==> config.mk <==
export PLATFORM = sky130hd
export DESIGN_NAME = inst_dispatch
export DESIGN_NICKNAME = d
export VERILOG_FILES = /design/src/rtl/inst_dispatch.sv
export SDC_FILE = /design/constraint.sdc
export NUM_CORES = 1
export LEC_CHECK = 0
export BUFFER_PORTS_ARGS = -buffer_cell sky130_fd_sc_hd__buf_2
export CORE_MARGIN = 1
export CORE_UTILIZATION = 54
export DETAILED_ROUTE_END_ITERATION = 10
export PLACE_DENSITY = 0.94
export RECOVER_POWER = 100
export SYNTH_ARGS = -nofsm -noshare
export SYNTH_HDL_FRONTEND = slang
export SYNTH_SLANG_ARGS = --single-unit
==> constraint.sdc <==
create_clock -name clk -period 3.34 [get_ports clk]
set_input_delay 0.334 -clock clk [delete_from_list [all_inputs] [get_ports clk]]
set_output_delay 0.334 -clock clk [all_outputs]
set_load 0.03 [all_outputs]
==> src/rtl/inst_dispatch.sv <==
// rtl/inst_dispatch.sv - instruction FIFO consumer: decodes, configures and issues datapath commands
// One command in flight at a time; the next fetch waits for cmd_done.
module inst_dispatch #(
    parameter int          ADDR_W = 12,
    parameter int          LEN_W  = 16,
    parameter logic [3:0]  OP_LF  = 4'h1,
    parameter logic [3:0]  OP_LS  = 4'h2,
    parameter logic [3:0]  OP_LI  = 4'h3,
    parameter logic [3:0]  OP_DC  = 4'h4
) (
    input  logic              clk,
    input  logic              rst_n,
    input  logic              enable,
    output logic              fifo_r_en,
    input  logic              fifo_r_accept,
    input  logic [31:0]       fifo_inst,
    output logic              cmd_valid,
    output logic [3:0]        cmd_op,
    output logic [ADDR_W-1:0] cmd_addr,
    output logic [LEN_W-1:0]  cmd_len,
    input  logic              cmd_ready,
    input  logic              cmd_done,
    output logic [7:0]        cfg_rows,
    output logic [7:0]        cfg_cols,
    output logic [7:0]        cfg_ksize,
    output logic              cfg_valid,
    output logic              busy,
    output logic              err_opcode,
    output logic              err_cfg
);

    typedef enum logic [1:0] {
        IDLE      = 2'd0,
        FETCH     = 2'd1,
        ISSUE     = 2'd2,
        WAIT_DONE = 2'd3
    } state_t;

    state_t      state_q, state_d;
    logic [31:0] inst_q, inst_d;
    logic [7:0]  rows_q, rows_d;
    logic [7:0]  cols_q, cols_d;
    logic [7:0]  ksize_q, ksize_d;
    logic        cfg_valid_q, cfg_valid_d;
    logic        err_opcode_q, err_opcode_d;
    logic        err_cfg_q, err_cfg_d;

    logic [3:0]  op;
    logic [7:0]  ls_rows, ls_cols, ls_k;
    logic        ls_legal;
    logic        len_zero;
    state_t      after_cmd;

    assign op       = inst_q[31:28];
    assign ls_rows  = inst_q[23:16];
    assign ls_cols  = inst_q[15:8];
    assign ls_k     = inst_q[7:0];
    assign ls_legal = (ls_k != 8'd0) && (ls_k <= ls_rows) && (ls_k <= ls_cols);
    assign len_zero = (inst_q[15:0] == 16'd0);
    assign after_cmd = enable ? FETCH : IDLE;

    always_ff @(posedge clk or negedge rst_n) begin
        if (!rst_n) begin
            state_q      <= IDLE;
            inst_q       <= 32'd0;
            rows_q       <= 8'd0;
            cols_q       <= 8'd0;
            ksize_q      <= 8'd0;
            cfg_valid_q  <= 1'b0;
            err_opcode_q <= 1'b0;
            err_cfg_q    <= 1'b0;
        end else begin
            state_q      <= state_d;
            inst_q       <= inst_d;
            rows_q       <= rows_d;
            cols_q       <= cols_d;
            ksize_q      <= ksize_d;
            cfg_valid_q  <= cfg_valid_d;
            err_opcode_q <= err_opcode_d;
            err_cfg_q    <= err_cfg_d;
        end
    end

    // Decode happens in ISSUE on the latched word, so accept-to-cmd_valid is one cycle.
    always_comb begin
        state_d      = state_q;
        inst_d       = inst_q;
        rows_d       = rows_q;
        cols_d       = cols_q;
        ksize_d      = ksize_q;
        cfg_valid_d  = cfg_valid_q;
        err_opcode_d = err_opcode_q;
        err_cfg_d    = err_cfg_q;
        fifo_r_en    = 1'b0;
        cmd_valid    = 1'b0;

        case (state_q)
            IDLE: begin
                if (enable) state_d = FETCH;
            end
            FETCH: begin
                fifo_r_en = 1'b1;
                if (fifo_r_accept) begin
                    inst_d  = fifo_inst;
                    state_d = ISSUE;
                end else if (!enable) begin
                    state_d = IDLE;
                end
            end
            ISSUE: begin
                case (op)
                    OP_LS: begin
                        if (ls_legal) begin
                            rows_d      = ls_rows;
                            cols_d      = ls_cols;
                            ksize_d     = ls_k;
                            cfg_valid_d = 1'b1;
                        end else begin
                            err_cfg_d = 1'b1;
                        end
                        state_d = after_cmd;
                    end
                    OP_LF, OP_LI: begin
                        if (len_zero) begin
                            state_d = after_cmd;
                        end else begin
                            cmd_valid = 1'b1;
                            if (cmd_ready) state_d = WAIT_DONE;
                        end
                    end
                    OP_DC: begin
                        if (cfg_valid_q) begin
                            cmd_valid = 1'b1;
                            if (cmd_ready) state_d = WAIT_DONE;
                        end else begin
                            err_cfg_d = 1'b1;
                            state_d   = after_cmd;
                        end
                    end
                    default: begin
                        err_opcode_d = 1'b1;
                        state_d      = after_cmd;
                    end
                endcase
            end
            WAIT_DONE: begin
                if (cmd_done) state_d = after_cmd;
            end
            default: state_d = IDLE;
        endcase
    end

    assign cmd_op     = cmd_valid ? op : 4'd0;
    assign cmd_addr   = cmd_valid ? inst_q[16 +: ADDR_W] : '0;
    assign cmd_len    = (cmd_valid && (op != OP_DC)) ? inst_q[0 +: LEN_W] : '0;
    assign cfg_rows   = rows_q;
    assign cfg_cols   = cols_q;
    assign cfg_ksize  = ksize_q;
    assign cfg_valid  = cfg_valid_q;
    assign busy       = (state_q != IDLE);
    assign err_opcode = err_opcode_q;
    assign err_cfg    = err_cfg_q;

endmodule

==> flow_metrics.py, run 1 <==
metrics = {
    "logic_synthesis": {
        "synth_edf_count": 0,
        "syn_nets": 308,
        "seq_area_frac_synth_pct": 48.4,
        "ys_ff_latch": 61,
        "synth.distinct_cells": 45,
        "synthCells": 254,
        "avgSynthCellArea_um2": 12.4,
        "synth_area_mm2": 0.00315,
        "synth_flop_cell": "dfrtp_1",
        "yosysWarnings": 0,
        "async_flop_share_pct": 100,
    },
    "setup_path": {
        "cp-start-kind": "register",
        "crit_required_ns": 3.01,
        "crit_fanout": 17,
        "critical_path.cell_chain": "nor3b_2 -> nand3b_1 -> a31oi_1 -> and2_1 -> clkbuf_1",
        "path_buf_inv": 1,
        "cp.arrival_ns": 2.78,
        "end_kind": "output pin",
        "slowest_stage": "a31oi_1",
        "critPathMaxStageDelay_ns": 0.94,
        "path_class": "reg2out",
        "critical_path.top_delay_family": "compound AO/OA/AOI/OAI gates",
    },
    "pwr": {
        "peakVddDrop_mv": 0.651,
        "power.density_mw_per_mm2": 939,
        "leakagePower_uw": 0.00187,
        "total_power_uw": 3510,
    },
    "floorplanning": {
        "rows": 27,
        "start_util_pct": 56.5,
        "io_pins": 100,
        "fp.dieW_um": 78.4,
        "die_area_mm2": 0.00615,
        "core_area_mm2": 0.00557,
        "die_h_um": 78.4,
    },
    "layout": {
        "syn_to_final_growth_pct": 18.7,
        "drive_gt1_share_pct": 31.0,
        "finalNonFillerCells": 433,
        "antenna_cells": 0,
        "nNetsFinal": 411,
        "fill_cells": 486,
        "stdcell_area_mm2": 0.00374,
    },
    "cts": {
        "clockRootBuffer": "clkbuf_8",
        "post_cts_resized": 0,
        "cts_buffer_depth": 2,
        "cts_buffers": 9,
        "cts_hold_buf": 0,
        "cts_tree": "yes",
        "clk_latency_ns": 0.35,
        "postCtsSetupBuffers": 0,
        "cts.sinks": 61,
        "clk_pin_slew_ns": 0.06,
        "htree_levels": 3,
    },
    "grt": {
        "grt_use_total_pct": 25.1,
        "grt_pass1_vias": 2358,
        "antenna_found_initial": 0,
        "grt_pass1_wl_um": 11400,
        "grt_max_degree": 45,
        "grt-ovfl-total": 0,
    },
    "placement": {
        "dp_hpwl_um": 5190,
        "placed_cell_area_mm2": 0.00370,
        "dpl_worst_slack_ns": 0.632,
        "numPlacedInstances": 418,
        "gp_congestion": 0.919,
        "portBuffers": 98,
    },
    "detailed_routing": {
        "drt-pass1-iter-count": 4,
        "drt_wl_total_um": 7050,
        "drt_iter0_markers": 118,
        "vias": 2370,
        "post-route-drc-count": 0,
        "wl_per_cell_um": 16.3,
        "detail-route-antenna-nets": 0,
        "vias_per_cell": 5.47,
    },
    "run_status": {
        "failed_checks": "capacitance limit, slew limit",
        "status": "finished, violations left",
    },
    "sta": {
        "min_period_ns": 3.12,
        "setup_viol": 0,
        "fin_skew_ns": 0.00652,
        "tns_ns": 0,
        "maxSlewHeadroom_pct": -48.5,
        "rsz0062_at_grt": "no",
        "finalCritPeriodShare_pct": 93.3,
        "maxSlewViolCount": 79,
        "worst_slack_ns": 0.225,
        "hold_viol_final": 0,
        "tightest_slew_ns": 2.23,
        "fmax_mhz": 321,
    },
    "min_path": {
        "hold_path.class": "in2reg",
    },
    "job": {
        "maxCapViolCount": 2,
    },
}
path summary, 6_finish.rpt:
check                                        startpoint                        to  slack (ns)  cells after the start
worst max register to register    inst_q[3]$_DFFE_PN0P_  cfg_ksize[5]$_DFFE_PN0P_        0.52                      6
min in group asynchronous                         rst_n   cfg_cols[3]$_DFFE_PN0P_        0.65                      1
worst min register to register  cfg_rows[7]$_DFFE_PN0P_   cfg_rows[7]$_DFFE_PN0P_        0.50                      1
worst max-delay path             state_q[0]$_DFFE_PN0P_               cmd_len[15]        0.22                      5
worst min-delay path                      fifo_inst[24]    inst_q[24]$_DFFE_PN0P_        0.21                      2
max in group asynchronous                         rst_n    state_q[0]$_DFFE_PN0P_        0.93                      2
area by class of cell:
class | instances | area [um2] | area share (%)
clock buffers | 14 | 173 | 4.62
repair buffers | 101 | 452 | 12.1
flip-flops and latches | 61 | 1530 | 40.8
well taps | 72 | 90.1 | 2.41
multi-input cells | 163 | 1420 | 37.9
clock inverters | 1 | 5.00 | 0.134
inverters | 21 | 78.8 | 2.11
metal layers:
layer / global-route usage [%] / wire length (um) / vias to the layer above
li1: - / - / 1102
met1: 28.1 / 2890 / 1163
met2: 44.0 / 3610 / 91
met4: 11.9 / 180 / 0
met5: 0 / 0 / -
met3: 6.86 / 371 / 14
synth_stat cells, drive strengths merged, types with 2 or more instances:
library cell / number / area (um2)
and2: 23 / 144
nor3: 7 / 35.0
buf: 7 / 46.3
and3: 2 / 12.5
inv: 21 / 78.8
nor2: 8 / 30.0
a21oi: 6 / 30.0
or3b: 2 / 17.5
nor4: 4 / 25.0
mux2: 57 / 713
nor2b: 2 / 12.5
dfrtp: 61 / 1530
nand4: 4 / 40.0
ha: 16 / 200
o21ai: 4 / 20.0
a31oi: 3 / 25.0
clkbuf: 2 / 7.51
nand2: 5 / 18.8
sequential cells by signal, summed over array words and instances (netlist names):
| name | cells |
|---|---|
| cfg_cols | 8 |
| cfg_ksize | 8 |
| cfg_rows | 8 |
| cfg_valid | 1 |
| err_cfg | 1 |
| err_opcode | 1 |
| inst_q | 32 |
| state_q | 2 |
cells in the final DEF (no fill, tap or decap), types with 7 or more instances in the layout:
master and count:
dfrtp_1 61, mux2_1 20, ha_1 16, clkbuf_8 12, inv_1 21, nor3_1 7
clkbuf_1 47, and2_0 17, mux2_2 37, buf_2 55, nor2_1 8
where the power goes:
group	total [uW]	switching, uW	internal [uW]
Combinational	1540	899	644
Sequential	1370	322	1050
Clock	595	270	325
cell families (layout without fill, tap and decap cells):
| group | after synthesis | in the layout | synth area share, % |
|---|---|---|---|
| flip-flops | 61 | 61 | 48.4 |
| AND/OR/NAND/NOR | 64 | 64 | 12.4 |
| multiplexers | 58 | 58 | 22.9 |
| other | 1 | 1 | 0.119 |
| buffers and inverters | 30 | 137 | 4.21 |
| AO/OA/AOI/OAI | 24 | 24 | 5.52 |
| adder cells (fa/ha/maj) | 16 | 16 | 6.35 |
through the flow:
| stage | hold WS [ns] | utilization [%] |
|---|---|---|
| 2_1_floorplan | 0.0384 | - |
| 3_3_place_gp | 0.479 | 66.4 |
| 3_5_place_dp | 0.490 | 66.4 |
| 4_1_cts | 0.160 | 69.6 |
| 5_1_grt | 0.204 | 67.1 |
| 6_report | 0.212 | 67.1 |
(Power assumes the default switching activity.)
==> run 2, diff against run 1 <==
- GPL_TIMING_DRIVEN: not set -> 0
==> flow_metrics.py, run 2 (synthesis gave the netlist of run 1 again) <==
metrics = {
    "layout": {
        "drive_gt1_share_pct": 32.0,
        "mostFrequentLayoutCells": "61 x dfrtp_1, 53 x buf_2, 52 x clkbuf_1",
        "regMostFlops": "inst_q",
        "largest_reg_flops": 32,
        "finalNonFillerCells": 438,
        "antenna_cells": 0,
        "fin_util_pct": 67.7,
        "syn_to_final_growth_pct": 19.7,
        "mostFrequentLayoutCell": "dfrtp_1",
        "nNetsFinal": 417,
    },
    "cts": {
        "htree_levels": 3,
        "cts_hold_buf": 0,
        "clockRootBuffer": "clkbuf_8",
        "cts_buffer_depth": 2,
        "clk_latency_ns": 0.33,
        "cts_tree": "yes",
        "cts_buffers": 9,
        "cts.sinks": 61,
        "postCtsSetupBuffers": 0,
        "clk_pin_slew_ns": 0.07,
        "post_cts_resized": 0,
    },
    "run_status": {
        "status": "complete, no violations",
    },
    "setup_path": {
        "end_kind": "output pin",
        "critPathMaxStageDelay_ns": 0.52,
        "critPathLaunch": "state_q[0]$_DFFE_PN0P_",
        "cpMostUsedCell": "clkbuf_1",
        "path_class": "reg2out",
        "crit_fanout": 10,
        "crit_required_ns": 3.01,
        "r2r_start": "inst_q[2]$_DFFE_PN0P_",
        "cp.arrival_ns": 2.65,
        "cp-start-kind": "register",
        "critical_path.cell_chain": "clkbuf_1 -> nor3b_2 -> nand3b_1 -> a31oi_1 -> clkbuf_1 -> and2_1 -> buf_2",
        "slowest_stage": "a31oi_1",
    },
    "floorplanning": {
        "die_area_mm2": 0.00615,
        "rows": 27,
        "die_h_um": 78.4,
        "core_area_mm2": 0.00557,
        "fp.dieW_um": 78.4,
        "start_util_pct": 56.5,
        "io_pins": 100,
    },
    "grt": {
        "grt_max_degree": 62,
        "antenna_found_initial": 0,
        "grt_pass1_vias": 2357,
        "grt_pass1_wl_um": 11300,
        "grt-ovfl-total": 0,
        "grt_use_total_pct": 24.8,
    },
    "detailed_routing": {
        "drt-pass1-iter-count": 4,
        "vias_per_cell": 5.38,
        "drt_iter0_markers": 94,
        "post-route-drc-count": 0,
        "wl_per_cell_um": 16.1,
        "vias": 2356,
        "drt_wl_total_um": 7060,
        "detail-route-antenna-nets": 0,
    },
    "sta": {
        "setup_viol": 0,
        "tightest_slew_ns": 1.48,
        "fmax_mhz": 335,
        "finalCritPeriodShare_pct": 89.3,
        "fin_skew_ns": 0.00643,
        "rsz0062_at_grt": "no",
        "min_period_ns": 2.98,
        "maxSlewViolCount": 0,
        "tns_ns": 0,
        "hold_viol_final": 0,
        "maxSlewHeadroom_pct": 1.36,
    },
    "min_path": {
        "min_from": "fifo_inst[6]",
        "hold_path.class": "in2reg",
    },
    "placement": {
        "gp_congestion": 0.797,
        "portBuffers": 98,
        "numPlacedInstances": 424,
        "dp_hpwl_um": 5130,
    },
    "job": {
        "maxCapViolCount": 0,
    },
    "pwr": {
        "total_power_uw": 3530,
        "peakVddDrop_mv": 0.547,
        "power.density_mw_per_mm2": 934,
        "leakagePower_uw": 0.00190,
    },
}
[run 2: worst paths after layout]
path / cells past startpoint / end / slack [ns]
hold / removal: 2 / inst_q[6]$_DFFE_PN0P_ / 0.23
min in group asynchronous: 1 / cfg_cols[1]$_DFFE_PN0P_ / 0.35
hold reg to reg: 1 / err_opcode$_DFFE_PN0P_ / 0.49
max in group asynchronous: 1 / inst_q[22]$_DFFE_PN0P_ / 2.09
setup reg to reg: 7 / cfg_rows[3]$_DFFE_PN0P_ / 0.43
setup / recovery: 7 / cmd_len[9] / 0.36
[run 2: cell type report]
cell class	instances	area, um2
fillers	480	1800
flip-flops and latches	61	1530
multi-input cells	163	1420
repair buffers	98	435
clock buffers	13	179
well taps	72	90.1
inverters	21	78.8
plain buffers	9	37.5
clock inverters	1	5.00
[run 2: metal layers]
layer	track usage [%]	up-vias	routed length [um]
met2	43.2	83	3580
li1	-	1110	-
met3	4.88	16	308
met1	30.2	1147	3020
met4	10.0	0	144
met5	0	-	0
[run 2: worst max-delay path, delay by kind of cell, from the launching register on]
kind            cells  cell delay (ns)
flops               1             0.36
simple gates        3             0.69
compound gates      1             0.52
buf+inv             3             0.75
[run 2: power breakdown]
part           internal (uW)  switching, uW
logic                    652            886
clock network            341            272
registers               1050            323
[run 2: stage by stage]
step	hold slack [ns]	worst slack, ns	cell area, um2
2_1_floorplan	0.0384	0.870	3150
3_3_place_gp	0.479	0.778	3730
3_5_place_dp	0.473	0.789	3730
4_1_cts	0.219	0.410	3920
5_1_grt	0.224	0.186	3770
6_report	0.227	0.356	3770
==> run 3, diff against run 2 <==
- PLACE_DENSITY: 0.94 -> 0.9
==> flow_metrics.py, run 3 (synthesis gave the netlist of run 1 again) <==
metrics = {
    "run_status": {
        "status": "complete, no violations",
    },
    "sta": {
        "maxSlewHeadroom_pct": 2.00,
        "rsz0062_at_grt": "no",
        "fin_skew_ns": 0.00920,
        "maxSlewViolCount": 0,
        "hold_viol_final": 0,
        "finalCritPeriodShare_pct": 89.1,
        "tns_ns": 0,
        "tightest_slew_ns": 1.47,
        "fmax_mhz": 336,
        "setup_viol": 0,
        "min_period_ns": 2.97,
    },
    "layout": {
        "nNetsFinal": 417,
        "drive_gt1_share_pct": 32.9,
        "mostFrequentLayoutCells": "61 x dfrtp_1, 50 x buf_2, 49 x clkbuf_1",
        "antenna_cells": 0,
        "mostFrequentLayoutCell": "dfrtp_1",
        "regMostFlops": "inst_q",
        "largest_reg_flops": 32,
        "syn_to_final_growth_pct": 21.6,
    },
    "grt": {
        "grt_pass1_wl_um": 11400,
        "grt-ovfl-total": 0,
        "grt_use_total_pct": 24.8,
        "grt_max_degree": 62,
        "antenna_found_initial": 0,
        "grt_pass1_vias": 2413,
    },
    "min_path": {
        "min_from": "fifo_inst[14]",
        "hold_path.class": "in2reg",
        "hold_depth": 2,
        "min_to": "inst_q[14]$_DFFE_PN0P_",
    },
    "setup_path": {
        "rr_endpoint": "cfg_rows[5]$_DFFE_PN0P_",
        "crit_fanout": 10,
        "cp.arrival_ns": 2.64,
        "path_class": "reg2out",
        "ff2ff_path_depth": 7,
        "end_kind": "output pin",
        "crit_required_ns": 3.01,
        "cp-start-kind": "register",
        "r2r_slack_ns": 0.39,
        "r2r_start": "inst_q[3]$_DFFE_PN0P_",
    },
    "pwr": {
        "leakagePower_uw": 0.00194,
        "total_power_uw": 3710,
        "power.density_mw_per_mm2": 968,
        "peakVddDrop_mv": 0.547,
    },
    "cts": {
        "clk_pin_slew_ns": 0.07,
        "clockRootBuffer": "clkbuf_8",
        "cts.sinks": 61,
        "cts_buffer_depth": 2,
        "cts_buffers": 9,
        "cts_hold_buf": 0,
        "clk_latency_ns": 0.34,
        "cts_tree": "yes",
        "postCtsSetupBuffers": 0,
        "post_cts_resized": 0,
        "htree_levels": 3,
    },
    "floorplanning": {
        "rows": 27,
        "die_area_mm2": 0.00615,
        "core_area_mm2": 0.00557,
        "start_util_pct": 56.5,
        "io_pins": 100,
        "fp.dieW_um": 78.4,
        "die_h_um": 78.4,
    },
    "detailed_routing": {
        "drt-pass1-iter-count": 4,
        "wl_per_cell_um": 15.7,
        "detail-route-antenna-nets": 0,
        "vias_per_cell": 5.23,
        "post-route-drc-count": 0,
        "drt_wl_total_um": 6920,
        "vias": 2303,
        "drt_iter0_markers": 112,
    },
    "job": {
        "maxCapViolCount": 0,
    },
    "placement": {
        "portBuffers": 98,
        "gp_congestion": 0.836,
        "dp_hpwl_um": 5190,
    },
}
-- run 3: cell count changes in the layout (fill, tap and decap cells not counted), sizes merged --
| cell | delta |
|---|---|
| bufinv | +3 |
| clkbuf | +2 |
| buf | -3 |
-- run 3: worst max-delay path, cell delays in order, from the launching register on --
cell	delay (ns)
dfrtp_1	0.44
nor4_1	0.48
a41oi_1	0.24
a31oi_2	0.52
nor2_1	0.22
and2_1	0.21
clkbuf_2	0.17
-- run 3: report_power, final --
part / total, uW / internal (uW) / switching (uW)
Clock: 802 / 516 / 286
Combinational: 1540 / 651 / 890
Sequential: 1360 / 1050 / 314
Total: 3710 / 2220 / 1490
-- run 3: per-stage QoR --
step / std cells / utilization [%] / hold slack, ns / cell area, um2 / worst slack, ns
after floorplan: 254 / - / 0.0384 / 3150 / 0.870
after global placement: 424 / 67.0 / 0.479 / 3730 / 0.742
after detailed placement: 424 / 67.0 / 0.485 / 3730 / 0.746
after CTS: 440 / 71.3 / 0.211 / 3970 / 0.343
after global routing: 440 / 68.7 / 0.209 / 3830 / 0.133
final: 440 / 68.7 / 0.221 / 3830 / 0.365
-- run 3: layout make-up --
cell class	instances	area, um2
clock buffers	12	145
fillers	482	1740
repair buffers	98	442
clock inverters	4	95.1
multi-input cells	163	1420
inverters	21	78.8
flip-flops and latches	61	1530
plain buffers	9	37.5
well taps	72	90.1
-- run 3: layer usage --
layer / global-route usage [%] / part of all wire, %
met4: 9.63 / 1.5
met3: 6.16 / 5.6
met1: 29.9 / 43
met5: 0 / 0
met2: 42.6 / 50
-- run 3: worst max path at each step --
stage / startpoint / endpoint / slack, ns / cells after the start
after floorplan: inst_q[31]$_DFFE_PN0P_ / cmd_addr[0] / 0.87 / 5
after global placement: inst_q[8]$_DFFE_PN0P_ / cmd_addr[9] / 0.74 / 6
after detailed placement: inst_q[8]$_DFFE_PN0P_ / cmd_addr[9] / 0.75 / 6
after CTS: inst_q[8]$_DFFE_PN0P_ / cmd_addr[9] / 0.34 / 6
after global routing: state_q[0]$_DFFE_PN0P_ / cmd_len[7] / 0.13 / 7
final: inst_q[8]$_DFFE_PN0P_ / cmd_addr[10] / 0.37 / 6
